File: src/rtl/nou_sched_pkg.sv
// Shared types and default sizing for the NOU grant scheduler.
package nou_sched_pkg;

    typedef enum logic [1:0] {
        IDLE   = 2'd0,
        SELECT = 2'd1,
        ISSUE  = 2'd2,
        DONE   = 2'd3
    } sched_state_e;

    localparam int NOU_NUM_REQ_DEFAULT     = 8;
    localparam int NOU_INDEX_WIDTH_DEFAULT = 3;

endpackage

File: src/rtl/find_first_one_index_backward.sv
// Backward find-first-one: returns the index of the highest set bit of i_vector.
module find_first_one_index_backward #(
    parameter int VECTOR_LENGTH    = 8,
    parameter int MAX_OUTPUT_WIDTH = 3
) (
    input  logic [VECTOR_LENGTH-1:0]    i_vector,
    output logic [MAX_OUTPUT_WIDTH-1:0] o_index,
    output logic                        o_found
);

    // Ascending scan: the last hit written is the highest set bit.
    always_comb begin
        o_index = '0;
        o_found = 1'b0;
        for (int i = 0; i < VECTOR_LENGTH; i++) begin
            if (i_vector[i]) begin
                o_index = MAX_OUTPUT_WIDTH'(i);
                o_found = 1'b1;
            end
        end
    end

endmodule

File: src/rtl/nou_grant_scheduler.sv
// Batch grant scheduler: one grant per set request bit, highest index first.
// Optional NOU_GRANT_ROUND_ROBIN_EN resumes each search below the previous grant.
module nou_grant_scheduler
    import nou_sched_pkg::*;
#(
    parameter int NUM_REQ     = NOU_NUM_REQ_DEFAULT,
    parameter int INDEX_WIDTH = NOU_INDEX_WIDTH_DEFAULT
) (
    input  logic                   clk_in,
    input  logic                   reset_n_in,
    input  logic                   request_valid_in,
    input  logic [NUM_REQ-1:0]     request_vector_in,
    output logic                   request_ready_out,
    output logic                   grant_valid_out,
    output logic [INDEX_WIDTH-1:0] grant_index_out,
    input  logic                   grant_ready_in,
    input  logic                   flush_in,
    output logic [NUM_REQ-1:0]     pending_vector_out,
    output logic [INDEX_WIDTH:0]   grant_count_out,
    output logic                   batch_done_out,
    output logic                   busy_out
);

    sched_state_e            r_state, w_next_state;
    logic [NUM_REQ-1:0]      r_pending;
    logic                    r_grant_valid;
    logic [INDEX_WIDTH-1:0]  r_grant_index;
    logic [INDEX_WIDTH:0]    r_grant_count;

    logic                    w_batch_hs;
    logic                    w_grant_hs;
    logic [NUM_REQ-1:0]      w_pending_upd;
    logic [INDEX_WIDTH-1:0]  w_idx_all;
    logic                    w_found_all;
    logic [INDEX_WIDTH-1:0]  w_enc_idx;

    assign request_ready_out  = (r_state == IDLE);
    assign busy_out           = (r_state != IDLE);
    assign batch_done_out     = (r_state == DONE);
    assign grant_valid_out    = r_grant_valid;
    assign grant_index_out    = r_grant_index;
    assign pending_vector_out = r_pending;
    assign grant_count_out    = r_grant_count;

    assign w_batch_hs = request_valid_in & request_ready_out & ~flush_in;
    assign w_grant_hs = r_grant_valid & grant_ready_in;

    // In SELECT no grant is in flight, so this is simply the pending vector.
    assign w_pending_upd = w_grant_hs ? (r_pending & ~(NUM_REQ'(1) << r_grant_index))
                                      : r_pending;

    find_first_one_index_backward #(
        .VECTOR_LENGTH    (NUM_REQ),
        .MAX_OUTPUT_WIDTH (INDEX_WIDTH)
    ) u_ffo_all (
        .i_vector (w_pending_upd),
        .o_index  (w_idx_all),
        .o_found  (w_found_all)
    );

`ifdef NOU_GRANT_ROUND_ROBIN_EN
    logic [INDEX_WIDTH-1:0] r_last_grant;
    logic [INDEX_WIDTH-1:0] w_last_next;
    logic [NUM_REQ-1:0]     w_masked;
    logic [INDEX_WIDTH-1:0] w_idx_masked;
    logic                   w_found_masked;

    // The search must start below the grant being accepted this very cycle.
    assign w_last_next = w_grant_hs ? r_grant_index : r_last_grant;
    assign w_masked    = w_pending_upd & ((NUM_REQ'(1) << w_last_next) - NUM_REQ'(1));

    find_first_one_index_backward #(
        .VECTOR_LENGTH    (NUM_REQ),
        .MAX_OUTPUT_WIDTH (INDEX_WIDTH)
    ) u_ffo_masked (
        .i_vector (w_masked),
        .o_index  (w_idx_masked),
        .o_found  (w_found_masked)
    );

    assign w_enc_idx = w_found_masked ? w_idx_masked : w_idx_all;

    always_ff @(posedge clk_in or negedge reset_n_in) begin
        if (!reset_n_in) begin
            r_last_grant <= '0;
        end else if (w_grant_hs && !flush_in) begin
            r_last_grant <= r_grant_index;
        end
    end
`else
    assign w_enc_idx = w_idx_all;
`endif

    always_ff @(posedge clk_in or negedge reset_n_in) begin
        if (!reset_n_in) begin
            r_state <= IDLE;
        end else begin
            r_state <= w_next_state;
        end
    end

    always_comb begin
        w_next_state = r_state;
        if (flush_in) begin
            w_next_state = IDLE;
        end else begin
            case (r_state)
                IDLE:    if (w_batch_hs) w_next_state = (|request_vector_in) ? SELECT : DONE;
                SELECT:  w_next_state = ISSUE;
                ISSUE:   if (w_grant_hs && !w_found_all) w_next_state = DONE;
                DONE:    w_next_state = IDLE;
                default: w_next_state = IDLE;
            endcase
        end
    end

    // Flush has priority over both batch acceptance and a grant handshake.
    always_ff @(posedge clk_in or negedge reset_n_in) begin
        if (!reset_n_in) begin
            r_pending     <= '0;
            r_grant_valid <= 1'b0;
            r_grant_index <= '0;
            r_grant_count <= '0;
        end else if (flush_in) begin
            r_pending     <= '0;
            r_grant_valid <= 1'b0;
        end else begin
            case (r_state)
                IDLE: begin
                    if (w_batch_hs) begin
                        r_pending     <= request_vector_in;
                        r_grant_count <= '0;
                    end
                end
                SELECT: begin
                    r_grant_valid <= 1'b1;
                    r_grant_index <= w_enc_idx;
                end
                ISSUE: begin
                    if (w_grant_hs) begin
                        r_pending     <= w_pending_upd;
                        r_grant_count <= r_grant_count + {{INDEX_WIDTH{1'b0}}, 1'b1};
                        if (w_found_all) begin
                            r_grant_index <= w_enc_idx;
                        end else begin
                            r_grant_valid <= 1'b0;
                        end
                    end
                end
                default: begin
                end
            endcase
        end
    end

endmodule

File: config.mk
export PLATFORM = sky130hd
export DESIGN_NAME = nou_grant_scheduler
export DESIGN_NICKNAME = d
export VERILOG_FILES = /design/src/rtl/nou_sched_pkg.sv /design/src/rtl/find_first_one_index_backward.sv /design/src/rtl/nou_grant_scheduler.sv
export SDC_FILE = /design/constraint.sdc
export NUM_CORES = 1
export LEC_CHECK = 0
export CAP_MARGIN = 20
export CELL_PAD_IN_SITES_DETAIL_PLACEMENT = 1
export CELL_PAD_IN_SITES_GLOBAL_PLACEMENT = 1
export CORE_AREA = 10 10 70 72
export DETAILED_ROUTE_END_ITERATION = 8
export DIE_AREA = 0 0 80 82
export PLACE_DENSITY_LB_ADDON = 0.15
export SLEW_MARGIN = 20
export SYNTH_ARGS = -nofsm -noshare
export SYNTH_HDL_FRONTEND = slang
export SYNTH_SLANG_ARGS = --single-unit
File: constraint.sdc
create_clock -name clk_in -period 2.59 [get_ports clk_in]
set_input_delay 0.518 -clock clk_in [delete_from_list [all_inputs] [get_ports clk_in]]
set_output_delay 0.518 -clock clk_in [all_outputs]
set_load 0.05 [all_outputs]
==> flow_metrics.py <==
metrics = {
    "outcome": {
        "status": "complete, no violations",
    },
    "finish": {
        "mostFrequentLayoutCells": "29 x clkdlybuf4s50_1, 18 x dfrtp_1, 15 x buf_4",
        "drive_above_1_share": 0.1844,
        "layout-area-overhead-vs-synth_pct": 37.06,
        "regArea_um2": 450.4,
        "utilization": 0.4927,
        "diodes": 0,
        "num-fill-cells": 423,
        "mostFrequentLayoutCell": "clkdlybuf4s50_1",
        "multiInputGateArea_um2": 774.5,
        "nNetsFinal": 199,
    },
    "drt": {
        "first_iter_violations": 57,
        "wl_um": 4353,
        "wl_per_cell_um": 19.18,
        "via_count": 1307,
        "drtPass1Iterations": 4,
        "via_per_inst": 5.758,
        "drc": 0,
        "antenna_left": 0,
    },
    "flow_run": {
        "cap_violations": 0,
    },
    "placement": {
        "place_ws_ps": 47.55,
        "gp_congestion": 0.8758,
        "place_hpwl_um": 3378,
        "io_buffers": 31,
    },
    "global_routing": {
        "grt_max_degree": 19,
        "grt_first_pass_wirelength_um": 7044,
        "antenna_found_initial": 0,
        "grt_pass1_vias": 1408,
        "grt_usage": 0.1339,
        "gr-total-overflow": 0,
    },
    "clock_tree": {
        "clock-root-buffer": "clkbuf_4",
        "post-cts-setup-buffers": 0,
        "max-clock-path-buffers": 2,
        "numCtsBuffers": 3,
        "insertion_delay_ps": 300,
        "htree_levels": 1,
        "cts.sinks": 18,
        "postCtsHoldBufs": 0,
        "post_cts_resized": 0,
        "clkSlewWorstSetupHoldPaths_ps": 120,
        "cts_tree": "done",
    },
    "logic_synthesis": {
        "ys_types": 43,
        "synth.avg_cell_area_um2": 9.389,
        "synth_nets": 156,
        "synthCells": 137,
        "yosysSeqAreaShare": 0.3502,
        "yosys_warnings": 0,
        "ys_ff_latch": 18,
        "netlist_area_um2": 1286,
    },
    "pwr": {
        "combPwrFrac": 0.576,
        "swShare": 0.5103,
        "p_leak_nw": 0.7383,
        "intPower_w": 0.0007917,
        "peakVddDrop_mv": 0.4196,
        "power_density_nw_per_um2": 917.1,
        "pwr-share-seq": 0.310,
        "clkPwrFrac": 0.114,
        "power.net_switching_w": 0.0008251,
        "power_w": 0.001617,
    },
    "sta": {
        "slew_violations": 0,
        "max-slew-margin-rel": 0.6504,
        "fin_skew_ps": 6.879,
        "fin_setup_tns_ps": 0,
        "timing.fmax_ghz": 0.4210,
        "fin_ws_ps": 214.5,
        "timing.final.crit_share": 0.9172,
        "setup_viol": 0,
        "period_minus_slack_ps": 2376,
        "hold_viol_final": 0,
        "tightestPinTransition_ps": 522.8,
        "grt_setup_unrepaired": "no",
    },
    "die": {
        "die_w_um": 80,
        "initial_core_util": 0.3594,
        "io_pins": 32,
        "rows": 22,
        "coreArea_um2": 3578,
        "dieArea_um2": 6560,
        "dieHeight_um": 82,
    },
    "setup_path": {
        "cp-end-kind": "primary output",
        "worstSetupPathType": "reg -> out",
        "arrival_ps": 1860,
        "r2r-end": "pending_vector_out[5]$_DFFE_PN0P_",
        "required_ps": 2070,
        "reg2reg_depth": 6,
        "reg2reg_from": "r_state[0]$_DFFE_PN0P_",
        "r2r_setup_slack_ps": 370,
        "start_kind": "flop",
        "crit_path_start": "r_state[0]$_DFFE_PN0P_",
        "crit_path_max_fanout": 9,
    },
    "worst_hold_path": {
        "holdCritPathClass": "in -> async",
    },
}
[area by class of cell]
class                   instances  share of cell area
well taps                      48             0.03407
inverters                       7             0.01490
multi-input cells             105              0.4393
flip-flops and latches         18              0.2555
repair buffers                 45              0.2356
clock buffers                   4             0.02058
[worst max-delay path, cell delays in order (launching register included)]
cell,delay (ps)
dfrtp_1,540
ha_1,210
clkdlybuf4s50_1,810
[power by group through the flow]
stage / clock network, W / logic [W] / registers, W
floorplan: 0 / 0.000477 / 0.000624
global placement: 0 / 0.000914 / 0.000501
detailed placement: 0 / 0.000931 / 0.000505
CTS: 0.000190 / 0.000939 / 0.000499
global route: 0.000201 / 0.000994 / 0.000516
finish: 0.000185 / 0.000931 / 0.000501
[layer usage]
metal | wire length (µm) | track usage
met1 | 2008 | 0.1600
met2 | 2102 | 0.2360
met3 | 176 | 0.02729
met4 | 66 | 0.04049
met5 | 0 | 0
[metrics by stage]
step           cell area (µm²)  hold WS (ps)  std cells
5_1_grt                   1763         568.4        227
3_5_place_dp              1724         546.7        223
3_3_place_gp              1724         523.6        223
4_1_cts                   1760         542.5        227
6_report                  1763         543.0        227
2_1_floorplan             1286         222.4        137
[cells by family after synthesis]
group	count (synthesis)	synth area share
DFF	18	0.3502
muxes	5	0.04961
and+or+nand+nor	47	0.1936
AOI/OAI and AO/OA	45	0.2870
xor gates and xnor gates	2	0.01362
adders and majority gates	6	0.05836
buffers and inverters	14	0.04766
[registers in the layout, indices dropped and copies added (netlist names)]
name and count:
grant_count_out 4, grant_index_out 3, grant_valid_out 1, pending_vector_out 8, r_state 2
[cells in the mapped netlist (all sizes together)]
cell / instances / area (µm²)
nand2: 13 / 51.30
ha: 6 / 75.07
o41ai: 3 / 52.56
nand4b: 1 / 8.760
nand3: 8 / 45.04
a311oi: 1 / 8.760
nor4: 5 / 31.28
nor2: 8 / 30.03
a211oi: 2 / 15.01
o211ai: 2 / 15.01
and4: 1 / 11.26
a31oi: 4 / 40.04
a22o: 7 / 61.31
mux2: 5 / 63.81
nor3b: 2 / 15.01
a21oi: 2 / 10.01
o21ai: 10 / 50.04
and3: 2 / 12.51
nand2b: 2 / 12.51
nand4: 3 / 18.77
buf: 2 / 16.26
clkbuf: 5 / 18.77
inv: 7 / 26.27
o31a: 2 / 17.52
o22ai: 3 / 18.77
xor2: 2 / 17.52
o2111ai: 1 / 8.760
dfrtp: 18 / 450.4
o221ai: 1 / 8.760
nor2b: 2 / 12.51
a21o: 1 / 7.510
o31ai: 4 / 40.03
a21boi: 2 / 15.01
[worst max-delay path by stage]
stage                     slack [ps]  cells after the start                                end
after floorplan                  250                      8  pending_vector_out[2]$_DFFE_PN0P_
after global placement           150                      6     grant_index_out[0]$_DFFE_PN0P_
after detailed placement          50                      6     grant_index_out[1]$_DFFE_PN0P_
after CTS                         60                      3                  request_ready_out
after global routing             130                      2                     batch_done_out
final                            210                      2                     batch_done_out
(Power assumes the default switching activity.)
